`src/rtl/mem_stage_ld.sv`:
```
// MEM pipeline stage: registers EX results, waits on in-order data-memory responses,
// aligns/extends load data, buffers on WB stall, drops responses of flushed loads.
module mem_stage_ld #(
  parameter  int DATA_W   = 32,
  parameter  int PC_W     = 32,
  parameter  int RA_W     = 5,
  parameter  int CANCEL_W = 2,
  localparam int ES_W     = 5 + RA_W + PC_W + DATA_W,
  localparam int WS_W     = 1 + RA_W + PC_W + DATA_W,
  localparam int FWD_W    = 3 + RA_W + DATA_W
) (
  input  logic              clk,
  input  logic              rst,
  input  logic              es_to_ms_valid,
  input  logic [ES_W-1:0]   es_to_ms_bus,
  output logic              ms_allow_in,
  input  logic              ws_allow_in,
  output logic              ms_to_ws_valid,
  output logic [WS_W-1:0]   ms_to_ws_bus,
  input  logic              ms_flush,
  input  logic              data_ok,
  input  logic [DATA_W-1:0] data_rdata,
  output logic [FWD_W-1:0]  ms_fwd_bus
);

  localparam int                  OFF_W   = $clog2(DATA_W/8);
  localparam bit                  HAS_D   = (DATA_W == 64);
  localparam logic [CANCEL_W-1:0] CNT_MAX = '1;

  typedef struct packed {
    logic [2:0]        ld_op;
    logic              rf_or_mem;
    logic              rf_we;
    logic [RA_W-1:0]   dest;
    logic [PC_W-1:0]   pc;
    logic [DATA_W-1:0] alu_result;
  } es_pkt_t;

  typedef enum logic [1:0] {S_IDLE, S_WAIT, S_HELD} state_t;

  es_pkt_t              es_in, ms_r;
  state_t               state, state_nxt;
  logic                 ms_valid;
  logic                 buf_valid;
  logic [DATA_W-1:0]    buf_data;
  logic [CANCEL_W-1:0]  cancel_cnt;

  logic data_acc, ms_ready_go, es_is_load, load_enter, retire;
  logic cancel_inc, cancel_dec;
  logic fwd_valid, fwd_blocked;

  logic [DATA_W-1:0] ld_src, lane, ld_result, final_result;
  logic [OFF_W-1:0]  off_msk, sh;

  assign es_in = es_to_ms_bus;

  // A response only belongs to the resident load once all cancelled ones are drained.
  assign data_acc    = (state == S_WAIT) & data_ok & (cancel_cnt == '0);
  assign ms_ready_go = !ms_r.rf_or_mem | data_acc | (state == S_HELD);
  assign es_is_load  = es_to_ms_valid & es_in.rf_or_mem;

  assign ms_allow_in    = (!ms_valid | (ms_ready_go & ws_allow_in)) &
                          !(es_is_load & (cancel_cnt == CNT_MAX));
  assign ms_to_ws_valid = ms_valid & ms_ready_go & !ms_flush;
  assign retire         = ms_to_ws_valid & ws_allow_in;
  assign load_enter     = ms_allow_in & es_is_load & !ms_flush;

  // Stage register. The retire branch covers a retire while entry is held off by a full cancel counter.
  always_ff @(posedge clk or negedge rst) begin
    if (!rst) begin
      ms_valid <= 1'b0;
      ms_r     <= '0;
    end else begin
      if (ms_flush)         ms_valid <= 1'b0;
      else if (ms_allow_in) ms_valid <= es_to_ms_valid;
      else if (retire)      ms_valid <= 1'b0;
      if (ms_allow_in & es_to_ms_valid) ms_r <= es_in;
    end
  end

  always_ff @(posedge clk or negedge rst) begin
    if (!rst) state <= S_IDLE;
    else      state <= state_nxt;
  end

  always_comb begin
    state_nxt = state;
    if (ms_flush) begin
      state_nxt = S_IDLE;
    end else begin
      case (state)
        S_IDLE: if (load_enter) state_nxt = S_WAIT;
        S_WAIT: if (data_acc)
                  state_nxt = ws_allow_in ? (load_enter ? S_WAIT : S_IDLE) : S_HELD;
        S_HELD: if (ws_allow_in) state_nxt = load_enter ? S_WAIT : S_IDLE;
        default: state_nxt = S_IDLE;
      endcase
    end
  end

  always_ff @(posedge clk or negedge rst) begin
    if (!rst) begin
      buf_valid <= 1'b0;
      buf_data  <= '0;
    end else if (data_acc & !ws_allow_in & !ms_flush) begin
      buf_valid <= 1'b1;
      buf_data  <= data_rdata;
    end else if (ms_flush | ws_allow_in) begin
      buf_valid <= 1'b0;
    end
  end

  // A flush of a waiting load whose response is not arriving this cycle leaves one response to drop.
  assign cancel_inc = ms_flush & (state == S_WAIT) & !data_acc;
  assign cancel_dec = data_ok & (cancel_cnt != '0);

  always_ff @(posedge clk or negedge rst) begin
    if (!rst)
      cancel_cnt <= '0;
    else if (cancel_inc & !cancel_dec & (cancel_cnt != CNT_MAX))
      cancel_cnt <= cancel_cnt + 1'b1;
    else if (!cancel_inc & cancel_dec)
      cancel_cnt <= cancel_cnt - 1'b1;
  end

  // Offset bits below the access size are ignored rather than trapped.
  always_comb begin
    case (ms_r.ld_op)
      3'b001, 3'b101: off_msk = '1;
      3'b010, 3'b110: off_msk = ~OFF_W'(1);
      3'b011:         off_msk = HAS_D ? {OFF_W{1'b0}} : ~OFF_W'(3);
      default:        off_msk = ~OFF_W'(3);
    endcase
    ld_src = buf_valid ? buf_data : data_rdata;
    sh     = ms_r.alu_result[OFF_W-1:0] & off_msk;
    lane   = ld_src >> {sh, 3'b000};
    case (ms_r.ld_op)
      3'b001:  ld_result = DATA_W'($signed(lane[7:0]));
      3'b101:  ld_result = DATA_W'(lane[7:0]);
      3'b010:  ld_result = DATA_W'($signed(lane[15:0]));
      3'b110:  ld_result = DATA_W'(lane[15:0]);
      3'b011:  ld_result = HAS_D ? lane : DATA_W'($signed(lane[31:0]));
      default: ld_result = DATA_W'($signed(lane[31:0]));
    endcase
  end

  assign final_result = ms_r.rf_or_mem ? ld_result : ms_r.alu_result;
  assign ms_to_ws_bus = {ms_r.rf_we, ms_r.dest, ms_r.pc, final_result};

  assign fwd_valid   = ms_valid & ms_r.rf_we;
  assign fwd_blocked = ms_valid & ms_r.rf_or_mem & !ms_ready_go;
  assign ms_fwd_bus  = {fwd_valid, fwd_blocked, ms_r.rf_we, ms_r.dest, final_result};

endmodule
```
`config.mk`:
```
export PLATFORM = sky130hd
export DESIGN_NAME = mem_stage_ld
export DESIGN_NICKNAME = d
export VERILOG_FILES = /design/src/rtl/mem_stage_ld.sv
export SDC_FILE = /design/constraint.sdc
export NUM_CORES = 1
export LEC_CHECK = 0
export CORE_MARGIN = 2
export CORE_UTILIZATION = 49
export CTS_CLUSTER_DIAMETER = 50
export DETAILED_ROUTE_END_ITERATION = 8
export GPL_TIMING_DRIVEN = 0
export PLACE_DENSITY_LB_ADDON = 0.2
export SETUP_SLACK_MARGIN = 0.3
export SKIP_LAST_GASP = 1
export SLEW_MARGIN = 0
export SYNTH_ARGS = -nofsm -noshare
export SYNTH_HDL_FRONTEND = slang
export SYNTH_SLANG_ARGS = --single-unit
```
`constraint.sdc`:
```
create_clock -name clk -period 8.25 [get_ports clk]
set_clock_uncertainty 0.2 [all_clocks]
set_input_delay 2.475 -clock clk [delete_from_list [all_inputs] [get_ports clk]]
set_output_delay 2.475 -clock clk [all_outputs]
set_load 0.005 [all_outputs]
```
* Yosys cells after proc, flatten, opt, wreduce, memory -nomap -nowiden *
Cells that the tools add are included.
Widths: inputs -> output; s select.

operators by class
  equality and inequality tests = 11
  reduce and logical (&&, ||, !) cells = 18
  add/subtract/negate cells = 2
  bitwise logic cells = 28
  mux-type cells = 18
  shift operators = 1

operators by type and width
  kind                 count
  $pmux 32 s4          1
  $mux 32              2
  $shr 32x5->32        1
  $and 1x1->1          23
  $mux 2               7
  $logic_not 1->1      9
  $ne 3x3->1 const B   3
  $eq 3x3->1 const B   2
  $mux 1               6
  $pmux 2 s3           1
  $reduce_bool 2->1    3
  $eq 2x2->1 const B   2
  $logic_not 2->1      2
  $or 1x1->1           4
  $pmux 2 s2           1
  $reduce_or 2->1      2
  $eq 3x1->1 const B   1
  $eq 3x2->1 const B   1
  $reduce_and 3->1     1
  $reduce_bool 3->1    1
  $add 2x1->2 const B  1
  $and 2x2->2          1
  $eq 2x1->1 const B   1
  $ne 2x2->1 const B   1
  $sub 2x1->2 const B  1

storage, ports and cells
  bits of input ports = 112
  logic and storage cells = 89
  output and inout bits = 112
  bits in registers = 112

* Logic depth before layout (Yosys ltp) *
  depth in word-level cells = 15
  gate-level depth with buffers = 8
  mapped depth without buffers = 5

* Worst setup path after synthesis *
Ideal clock, no wire load.

  path type = input to output
  from = input data_rdata[31]
  to = output ms_to_ws_bus[22]
  data arrival time = 3766 ps
  path buffers = 2
  stages = 7
  required time = 5575 ps
  setup slack = 1809 ps
  cells stage by stage = mux4_2 nand4_1 nand2_2 a31oi_4 buf_6 a21oi_2 buf_4

between the ends
  longest elaborated chain between the ends = 4

RTL lines
  item             line  source
  start, declared  22    input logic [DATA_W-1:0] data_rdata,
  $mux 32          134   ld_src = buf_valid ? buf_data : data_rdata;
  $shr 32x5->32    136   lane = ld_src >> {sh, 3'b000};
  $pmux 32 s4      137   case (ms_r.ld_op)
  $mux 32          147   assign final_result = ms_r.rf_or_mem ? ld_result : ms_r.alu_result;
  end, declared    19    output logic [WS_W-1:0] ms_to_ws_bus,

No other way between the ends.

* Worst setup path in the final report *
  from = input data_rdata[31]
  to = output ms_to_ws_bus[23]

The elaborated chain is that of the path after synthesis.

==> results.toml <==
[timing]
period_needed_ps = 7560
hold_viol = 0
slew_violations = 0
max_freq_ghz = 0.132
tns_ps = 0
setup_viol = 0
worst-slew-pin-transition_ps = 617
max-slew-margin-rel_pct = 58.9
fin_crit_sh_pct = 91.6
rsz0062_at_grt = "no"

[placement]
dp_hpwl_um = 13400
portBuffers = 223
gp_congestion = 0.873

[worst_setup_path]
crit_path_top_delay_cell = "mux4_2"
r2r-end = "ms_r[27]"
worst-path-stages = 9
crit_family = "buffers and inverters"
crit_fanout = 10
critical_path_buf_inv_count = 4
cp_common_cell = "clkdlybuf4s50_1"
crit_path_max_incr_delay_ps = 500
r2r_slack_ps = 5840
r2r_cells = 7
crit_path_start_kind = "input pin"
reg2reg_from = "cancel_cnt[1]"
endpoint_kind = "output pin"
path_cells = "clkdlybuf4s50_1 -> mux4_2 -> nand4_1 -> nand2_2 -> a31oi_4 -> buf_6 -> a21oi_2 -> buf_4 -> clkdlybuf4s50_1"
cp.arrival_ps = 4890
critPathKind = "input pin to output pin"
required_ps = 5580
critPathLaunch = "data_rdata[31]"
cp-endpoint = "ms_to_ws_bus[23]"

[hold_path]
hold_path.startpoint = "ms_r[4]"
hold_path_class = "flop to flop"

[cells_and_area]
utilization_pct = 72.0
nets = 892
diodes = 0
drive_above_1_share_pct = 24.1
syn_to_final_growth_pct = 44.4

[cts]
clkTransAtPathRegs_ps = 70
postCtsSetupRepairBufs = 0
cts.sinks = 112
cts-root-buf = "clkbuf_16"
cts_inserted_buffers = 9
post_cts_resized = 0
holdBufCountCts = 0
cts.path.max_buffers = 2
clkLatencyLatePin_ps = 360
h-tree-depth = 3
cts_tree = "built"

[yosys]
synth_nets = 657
netlist_top_cells_area = "dfrtp_1, mux2_1, buf_4"
avgSynthCellArea_um2 = 11.4
postSynthCellCount = 545
ys.warnings.count = 0
synth_top_area_cell = "dfrtp_1"
syn_area_um2 = 6240
synthFlopType = "dfrtp_1"
synth_edf_count = 0
ys_ff_latch = 112
ys_types = 38
yosysTopAreaCellShare_pct = 44.9
ys_async_sr_fraction_pct = 100
yosysSeqAreaShare_pct = 44.9

[drt]
wl_per_cell_um = 17.4
viasPerCell = 5.08
routed_wl_um = 16700
first_pass_iters = 5
drtAntennaViolNets = 0
drc = 0
initialDrtViolationCount = 170
vias = 4858

[global_route]
busiest_layer = "met2"
met1_usage_pct = 29.4
gr-usage-all-layers_pct = 25.5
overflow = 0
use_met3_pct = 9.32
grt_pass1_wl_um = 26300
met2_usage_pct = 44.1
grt_max_degree = 70
first_global_vias = 5234
antenna_found_initial = 0

[die]
fp.dieH_um = 117
fp-row-count = 41
start_util_pct = 49.8
ioPinCount = 224
core_area_um2 = 12500
fp.dieW_um = 117
die-area_um2 = 13600

[power]
vdd_drop_max_mv = 0.151
p_per_area_nw_per_um2 = 214
p_leak_nw = 3.89

[outcome]
status = "finished clean"

[flow_run]
max_cap_violations = 0
==> cell families (layout without fill, tap and decap cells) <==
logic type      Yosys count  in the layout  share of synthesized area, %
compound gates           86             86                          8.31
xor+xnor                  1              1                         0.261
buf+inv                 113            353                          12.3
flops                   112            112                          44.9
mux                     159            159                          28.7
simple gates             74             74                          5.50
==> synthesized netlist by cell type (3+ instances only) <==
cell,count
nor2b_1,6
o21ai_0,8
nand2b_1,3
nor3_1,8
mux2i_1,28
inv_1,4
and2_1,3
nor2_1,36
buf_1,3
buf_2,7
buf_4,87
dfrtp_1,112
a21oi_2,10
nand2_1,11
mux2_1,70
a21oi_1,56
clkbuf_1,9
mux2_2,58
==> cells in the final DEF (no fill, tap or decap), types with 3 or more instances in the layout <==
cell type	count
mux2_1	70
nor2_1	36
nand2_1	11
nand2b_1	3
mux2i_1	28
inv_1	4
clkbuf_1	10
dfrtp_1	112
and2_1	3
a21oi_2	10
mux2_2	58
buf_2	7
a21oi_1	56
nor2b_1	6
clkdlybuf4s50_1	222
buf_1	3
clkbuf_16	9
nor3_1	8
o21ai_0	8
buf_4	88
==> metrics by stage <==
stage | setup WS [ps] | cell area [µm²] | power [W] | instances | hold slack (ps)
after detailed placement | 702 | 8710 | 0.00150 | 941 | 272
final | 689 | 9010 | 0.00193 | 957 | 281
after CTS | 692 | 9010 | 0.00195 | 957 | 288
after global placement | 181 | 8680 | 0.00147 | 940 | 265
after floorplan | 1810 | 6240 | 0.00108 | 545 | 254
after global routing | 571 | 9010 | 0.00204 | 957 | 299
==> layout make-up <==
class | instances | area (µm²)
buffer | 107 | 744
clock inverter | 6 | 68.8
tap | 172 | 215
clock buffer | 10 | 229
multi-input combinational | 320 | 2670
sequential | 112 | 2800
timing repair buffer | 224 | 2260
inverter | 6 | 22.5
fill | 923 | 3510
==> report_power, final <==
group          internal (W)  switching [W]
registers          0.000645      0.0000552
clock network      0.000237       0.000205
logic              0.000497       0.000287
==> flip-flops by register name, indices dropped and copies added, names as in the netlist <==
name          count
ms_fwd_bus        6
state             2
buf_data         32
buf_valid         1
cancel_cnt        2
ms_r             36
ms_valid          1
ms_to_ws_bus     32
==> how the worst min path moves through the flow <==
stage | to | slack, ps | cells past startpoint
2_1_floorplan | ms_r[2] | 250 | 1
3_3_place_gp | ms_r[6] | 260 | 1
3_5_place_dp | ms_r[4] | 270 | 1
4_1_cts | ms_r[4] | 290 | 1
5_1_grt | ms_to_ws_bus[35] | 300 | 1
6_report | ms_r[4] | 280 | 1
==> routing by layer <==
layer | vias to the layer above | wire [µm]
met5 | - | 0
met2 | 190 | 8540
li1 | 2301 | -
met3 | 28 | 1390
met4 | 0 | 379
met1 | 2339 | 6380
Note: power is estimated with default switching activity, not from simulation.
